--- src/rtl/wb_write_queue.sv ---
// In-order write-back queue feeding the register file write port from ALU and load results.
// Optional read-side bypass of pending writes is built when WB_WRITE_QUEUE_BYPASS_EN is defined.
module wb_write_queue #(
    parameter int ADDRESS_WIDTH = 5,
    parameter int DATA_WIDTH    = 32,
    parameter int DEPTH         = 4
) (
    input  logic                     clk,
    input  logic                     rst,
    input  logic                     a_valid,
    output logic                     a_ready,
    input  logic [ADDRESS_WIDTH-1:0] a_rd,
    input  logic [DATA_WIDTH-1:0]    a_data,
    input  logic                     m_valid,
    output logic                     m_ready,
    input  logic [ADDRESS_WIDTH-1:0] m_rd,
    input  logic [DATA_WIDTH-1:0]    m_data,
    output logic [ADDRESS_WIDTH-1:0] AD3,
    output logic                     WE3,
    output logic [DATA_WIDTH-1:0]    WD3,
    output logic [$clog2(DEPTH):0]   count
`ifdef WB_WRITE_QUEUE_BYPASS_EN
    ,
    input  logic [ADDRESS_WIDTH-1:0] q1_ad,
    input  logic [ADDRESS_WIDTH-1:0] q2_ad,
    output logic                     q1_hit,
    output logic                     q2_hit,
    output logic [DATA_WIDTH-1:0]    q1_data,
    output logic [DATA_WIDTH-1:0]    q2_data
`endif
);

    localparam int PW = $clog2(DEPTH);
    localparam int CW = PW + 1;
    localparam logic [CW-1:0] DEPTH_C = CW'(DEPTH);

    logic [ADDRESS_WIDTH-1:0] r_rd   [DEPTH];
    logic [DATA_WIDTH-1:0]    r_data [DEPTH];
    logic [PW-1:0]            r_head;
    logic [PW-1:0]            r_tail;
    logic [CW-1:0]            r_count;

    logic [CW-1:0] w_free;
    logic          w_a_push;
    logic          w_m_push;
    logic          w_deq;
    logic [PW-1:0] w_m_slot;
    logic [CW-1:0] w_enq_n;

    // Ready depends only on registered occupancy; no credit for the pop this cycle.
    assign w_free   = DEPTH_C - r_count;
    assign a_ready  = (w_free >= CW'(1));
    assign m_ready  = (w_free >= CW'(2));

    // Writes to x0 are accepted but never stored.
    assign w_a_push = a_valid && a_ready && (a_rd != '0);
    assign w_m_push = m_valid && m_ready && (m_rd != '0);
    assign w_deq    = (r_count != '0);

    // The load lands behind the ALU entry when both push in one cycle.
    assign w_m_slot = r_tail + PW'(w_a_push);
    assign w_enq_n  = CW'(w_a_push) + CW'(w_m_push);

    // Entry storage; contents past the tail are don't-care so no reset is needed.
    always_ff @(posedge clk) begin
        if (w_a_push) begin
            r_rd[r_tail]   <= a_rd;
            r_data[r_tail] <= a_data;
        end
        if (w_m_push) begin
            r_rd[w_m_slot]   <= m_rd;
            r_data[w_m_slot] <= m_data;
        end
    end

    // Pointer and occupancy update; reset discards all pending entries.
    always_ff @(posedge clk) begin
        if (rst) begin
            r_head  <= '0;
            r_tail  <= '0;
            r_count <= '0;
        end else begin
            r_head  <= r_head + PW'(w_deq);
            r_tail  <= r_tail + PW'(w_enq_n);
            r_count <= r_count + w_enq_n - CW'(w_deq);
        end
    end

    assign count = r_count;
    assign WE3   = w_deq;
    assign AD3   = w_deq ? r_rd[r_head]   : '0;
    assign WD3   = w_deq ? r_data[r_head] : '0;

`ifdef WB_WRITE_QUEUE_BYPASS_EN
    // Scan oldest to youngest so the youngest match wins.
    function automatic logic [DATA_WIDTH:0] f_lookup(
        input logic [ADDRESS_WIDTH-1:0] q
    );
        logic [DATA_WIDTH:0] res;
        logic [PW-1:0]       idx;
        res = '0;
        for (int i = 0; i < DEPTH; i++) begin
            idx = r_head + PW'(i);
            if ((q != '0) && (CW'(i) < r_count) && (r_rd[idx] == q)) begin
                res = {1'b1, r_data[idx]};
            end
        end
        return res;
    endfunction

    logic [DATA_WIDTH:0] w_q1;
    logic [DATA_WIDTH:0] w_q2;

    // Forward pending data for both read ports from queue state only.
    always_comb begin
        w_q1 = f_lookup(q1_ad);
        w_q2 = f_lookup(q2_ad);
    end

    assign q1_hit  = w_q1[DATA_WIDTH];
    assign q1_data = w_q1[DATA_WIDTH-1:0];
    assign q2_hit  = w_q2[DATA_WIDTH];
    assign q2_data = w_q2[DATA_WIDTH-1:0];
`endif

endmodule
--- config.mk ---
export PLATFORM = sky130hd
export DESIGN_NAME = wb_write_queue
export DESIGN_NICKNAME = d
export VERILOG_FILES = /design/src/rtl/wb_write_queue.sv
export SDC_FILE = /design/constraint.sdc
export NUM_CORES = 1
export LEC_CHECK = 0
export CORE_ASPECT_RATIO = 0.6
export CORE_MARGIN = 5
export CORE_UTILIZATION = 45
export DETAILED_ROUTE_END_ITERATION = 12
export GPL_ROUTABILITY_DRIVEN = 1
export GPL_TIMING_DRIVEN = 0
export PLACE_DENSITY = 0.65
export SLEW_MARGIN = 20
export SYNTH_ARGS = -nofsm -noshare
export SYNTH_HDL_FRONTEND = slang
export SYNTH_SLANG_ARGS = --single-unit
--- constraint.sdc ---
create_clock -name clk -period 5.46 [get_ports clk]
set_clock_uncertainty 0.15 [all_clocks]
set_input_delay 1.092 -clock clk [delete_from_list [all_inputs] [get_ports clk]]
set_output_delay 1.092 -clock clk [all_outputs]
set_load 0.05 [all_outputs]
# --- Yosys cells after proc, flatten, opt, wreduce, memory -nomap -nowiden ---
# Memory sizes are Yosys's and may differ from the RTL's. A register that Yosys moved wholly into a read port is not among the register bits.
# Cells that the tools add are included.
classes:
  addsub: 7
  mul: 0
  div_mod_pow: 0
  n_lt_le_gt_ge: 2
  eq_ne: 0
  n_shift: 0
  n_mux: 8
  bitwise: 0
  n_reduce_logical: 7
op_table:
  columns: ["cell", "count"]
  rows:
  - ["$mux 32", 1]
  - ["$reduce_bool 5->1", 2]
  - ["$mux 5", 1]
  - ["$add 2x1->2", 2]
  - ["$logic_and 1x1->1", 4]
  - ["$mux 1", 4]
  - ["$mux 2", 2]
  - ["$add 3x2->3", 1]
  - ["$ge 3x1->1 const B", 1]
  - ["$ge 3x2->1 const B", 1]
  - ["$reduce_bool 3->1", 1]
  - ["$sub 3x1->3", 1]
  - ["$sub 3x3->3 const A", 1]
  - ["$add 1x1->2", 1]
  - ["$add 2x2->2", 1]
word_totals:
  ff_bits: 7
  latchBits: 0
  ram_bits: 148
  rom_bits: 0
  in_bits: 78
  out_inout_bits: 43
  elab_cells: 29
  memories: 2
mem_list:
  columns: ["memory", "words", "word_bits", "rd", "rd_ports_with_merged_regs", "wr", "line_no", "rtl"]
  rows:
  - ["r_data", 4, 32, 1, 1, 2, "38", "logic [DATA_WIDTH-1:0] r_data [DEPTH];"]
  - ["r_rd", 4, 5, 1, 1, 2, "37", "logic [ADDRESS_WIDTH-1:0] r_rd [DEPTH];"]

# --- Longest topological paths before layout ---
depth:
  ltp_word: 7
  mapped_depth: 16
  mapped_depth_nobuf: 16

# --- Worst setup path after synthesis ---
# No wires, ideal clock.
synth_timing:
  path_type: "register -> register"
  start: "reg r_count[0], in the netlist count[0]"
  end: "mem r_data[0][0] (enable)"
  setup_ns: 0.393
  arrival_ns: 4.182
  path_slack_ns: 0.735
  stages_incl_launch_ff: 12
  period_less_slack_ns: 4.725
  cell_sequence: "dfxtp_1 -> inv_1 -> ha_1 -> ha_1 -> or4b_2 -> o311a_1 -> ha_1 -> xor2_1 -> nor3_1 -> buf_2 -> buf_2 -> a21o_1"
synth_rtl:
  columns: ["element", "line_no", "rtl"]
  rows:
  - ["from (decl)", "41", "logic [CW-1:0] r_count;"]
  - ["from (signal assigned)", "85", "r_count <= r_count + w_enq_n - CW'(w_deq);"]
  - ["to (decl)", "38", null]

==> metrics <==
largest vdd supply drop=0.3584 mV; clock tree from TritonCTS=yes; # fillers=around 1,400; die extent in x=182.9 um; via count of the first global-routing pass=about 4,900; area share of the largest cell type after synthesis=55.08%; number of top-level pins=121; number of distinct library cells after synthesis=29; fin worst setup slack=0.7896 ns; number of clock sinks=155; Design Power=0.006593 W; YS warnings=0; final weighted congestion in routability-driven placement=just over 0.7; post-layout net count=688; largest family of logic cells by synthesized area=multiplexers; max-slew headroom at the worst pin=43.78%; setup bufs post-CTS=0; cell count after placement=813; PwrDens=648.5 mW/mm^2; routed len/inst=21.82 um; Clock Pin Slew Worst Setup and Hold Paths=0.06 ns; share of final-layout standard cells stronger than drive strength 1=40.10%; type of element launching the critical path=input port; number of cells produced by synthesis=roughly 460; Post-Synthesis Cell Area=0.008069 sq mm; data arrival time of the worst path=4.63 ns; switching share of total power=40.23%; switching power of the nets=0.002652 W; cell accounting for the most synthesized area=edfxtp_1; Cell Int Power=0.003941 W; Initial Utilization=46.48%; relative contribution of combinational cells to total power=a little over half; port buffer count=120; total wire length after detailed routing=between 15,000 and 20,000 um; half-perimeter wire length after detailed placement=between 10,000 and 15,000 um; most used cells in the layout excluding fill and tap cells=edfxtp_1 (148), clkdlybuf4s50_1 (120), mux2_2 (110); Std-Cell Core Area=0.01736 sq mm; worst-path fanout max=20; Hold WS=0.4247 ns; count of TritonRoute iterations in the first routing pass=4; number of design-rule violations left by the first detailed-router iteration=285; Clock Tree Root=clkbuf_16; global routing usage summed across all routing layers=18.17%; wire length of the first global-routing pass=28,660 um; fraction of synthesized cell area in xor and xnor cells=less than 1%; initial antenna violation count=0; ANT nets after route=0; most common cell after layout, fill and taps aside=edfxtp_1; maximum root-to-sink buffer count=2; Clock Power Share=16.5%; synthesized-area fraction occupied by adder cells=1.954%; Die ar.=approximately 0.021 sq mm; latest clock arrival within the worst-skew pair=0.41 ns; sort of element at the end of the critical path=flop; sequential share of the synthesized area=56.82%; post-synthesis compound-gate area fraction=less than 1%; result of the run=finished clean; part of the total power dissipated in sequential elements=between 30% and 40%; Resized Gates After CTS=0; top post-synthesis cells by area=edfxtp_1 (55%), mux2_2 (15%), mux4_2 (10%), mux2_4 (7.1%), and2_1 (2.9%); Multi-input gate area=0.003273 sq mm; post-synthesis mux area share=32.75%; Worst Max-Slew Pin Slew=0.8433 ns; path category of the worst min-delay check=flop to flop; number of buffers added by the clock tree synthesis step=17; setup repair after global routing missed its margin=false; startpoint-to-endpoint class of the critical path=input port to flop; via count normalized by instance count=5.351; synthesized area per cell=17.66 sq um; final hold violation count=0; total leakage power=3.460 nW; Seq. cell area=0.004584 sq mm; Setup Viol. Count Final=0; Final Max Slew Viols=0; Max Clock Freq=214.1 MHz; post-layout util=roughly 60%; data required time at the worst endpoint=5.42 ns; final worst-path cycle share=85.54%; # hold bufs at CTS=0; Synth Area in Simple Gates=under 10%; Vert. Die Dim=113.7 um; largest net degree at the start of global routing=38; antenna cell count=0; number of nets in the synthesized netlist=about 550; total number of vias=4,522; Std-Cell Rows=37; Area Overhead vs Synth=25.99%; register bit total from synthesis=approximately 160; remaining design rule violation count=0; gr ovfl total=0; final critical delay including setup and external delays=4.670 ns; post-placement setup slack=0.3624 ns; CTS H-Tree Depth=4; maximum capacitance violations=0; Final Instance Count excl. Fillers=845
power groups by stage:
stage / logic, W / registers, W / clock network, W
floorplan: 0.00244 / 0.00200 / 0
global placement: 0.00349 / 0.00201 / 0
detailed placement: 0.00358 / 0.00201 / 0
CTS: 0.00360 / 0.00199 / 0.00111
global route: 0.00375 / 0.00202 / 0.00116
finish: 0.00353 / 0.00198 / 0.00108
cells by family (layout without fill, tap and decap cells):
group / count (synthesis) / in the layout
buffers and inverters: 39 / 193
AOI/OAI and AO/OA: 6 / 6
adders and majority gates: 12 / 12
and+or+nand+nor: 53 / 53
muxes: 185 / 185
DFF: 155 / 155
xor gates and xnor gates: 7 / 7
registers in the layout (all words and copies together), names as in the netlist:
signal  cells
count       3
r_data    128
r_head      2
r_rd       20
r_tail      2
critical path, cell delays in order:
cell             delay [ns]
clkdlybuf4s50_1        0.51
or3_1                  0.38
o311a_1                0.43
ha_1                   0.27
xor2_1                 0.19
nor3_1                 0.26
buf_2                  0.33
buf_2                  0.38
a21o_2                 0.50
buf_12                 0.26
metal layers:
layer  vias to the layer above  track usage, %  wire (um)
li1                       2096               -          -
met1                      2279           27.37       8760
met2                       139           27.15       8143
met3                         8           3.792       1435
met4                         0           4.464         99
met5                         -               0          0
synth_stat cells:
library cell,instances
o211ai_2,1
buf_6,2
or4_1,1
inv_1,9
mux2_2,110
nor2_1,4
or4b_2,1
or3b_2,1
nor3_1,2
and2_1,37
dfxtp_1,7
buf_8,2
xor2_1,2
edfxtp_1,148
buf_2,12
a31o_2,2
or3_1,1
nor2b_1,4
xnor2_1,5
inv_2,1
buf_12,2
a21o_1,2
fa_1,1
ha_1,11
o311a_1,1
mux2_4,38
and3_4,2
mux4_2,37
clkbuf_1,11
path summary, 6_finish.rpt:
kind | from | endpoint | slack (ns) | cells after the start
max | a_rd[1] | r_data[0][3] | 0.79 | 10
min | count[2] | count[2] | 0.42 | 2
max reg2reg | count[0] | r_data[0][3] | 0.92 | 12
min reg2reg | count[2] | count[2] | 0.42 | 2
through the flow:
stage,instance area [sq um],setup TNS (ns)
6_report,10170,0
5_1_grt,10170,0
4_1_cts,10170,0
3_5_place_dp,9623,0
3_3_place_gp,9563,-12.91
2_1_floorplan,8069,0
final cells by class:
type / count / share of cell area [%]
clock inverters: 14 / 1.120
clock buffers: 18 / 4.222
multi-input cells: 263 / 32.20
inverters: 10 / 0.3692
well taps: 234 / 2.880
flip-flops and latches: 155 / 45.10
repair buffers: 122 / 12.21
plain buffers: 29 / 1.908
No activity file was read; power rests on OpenSTA's default activity.
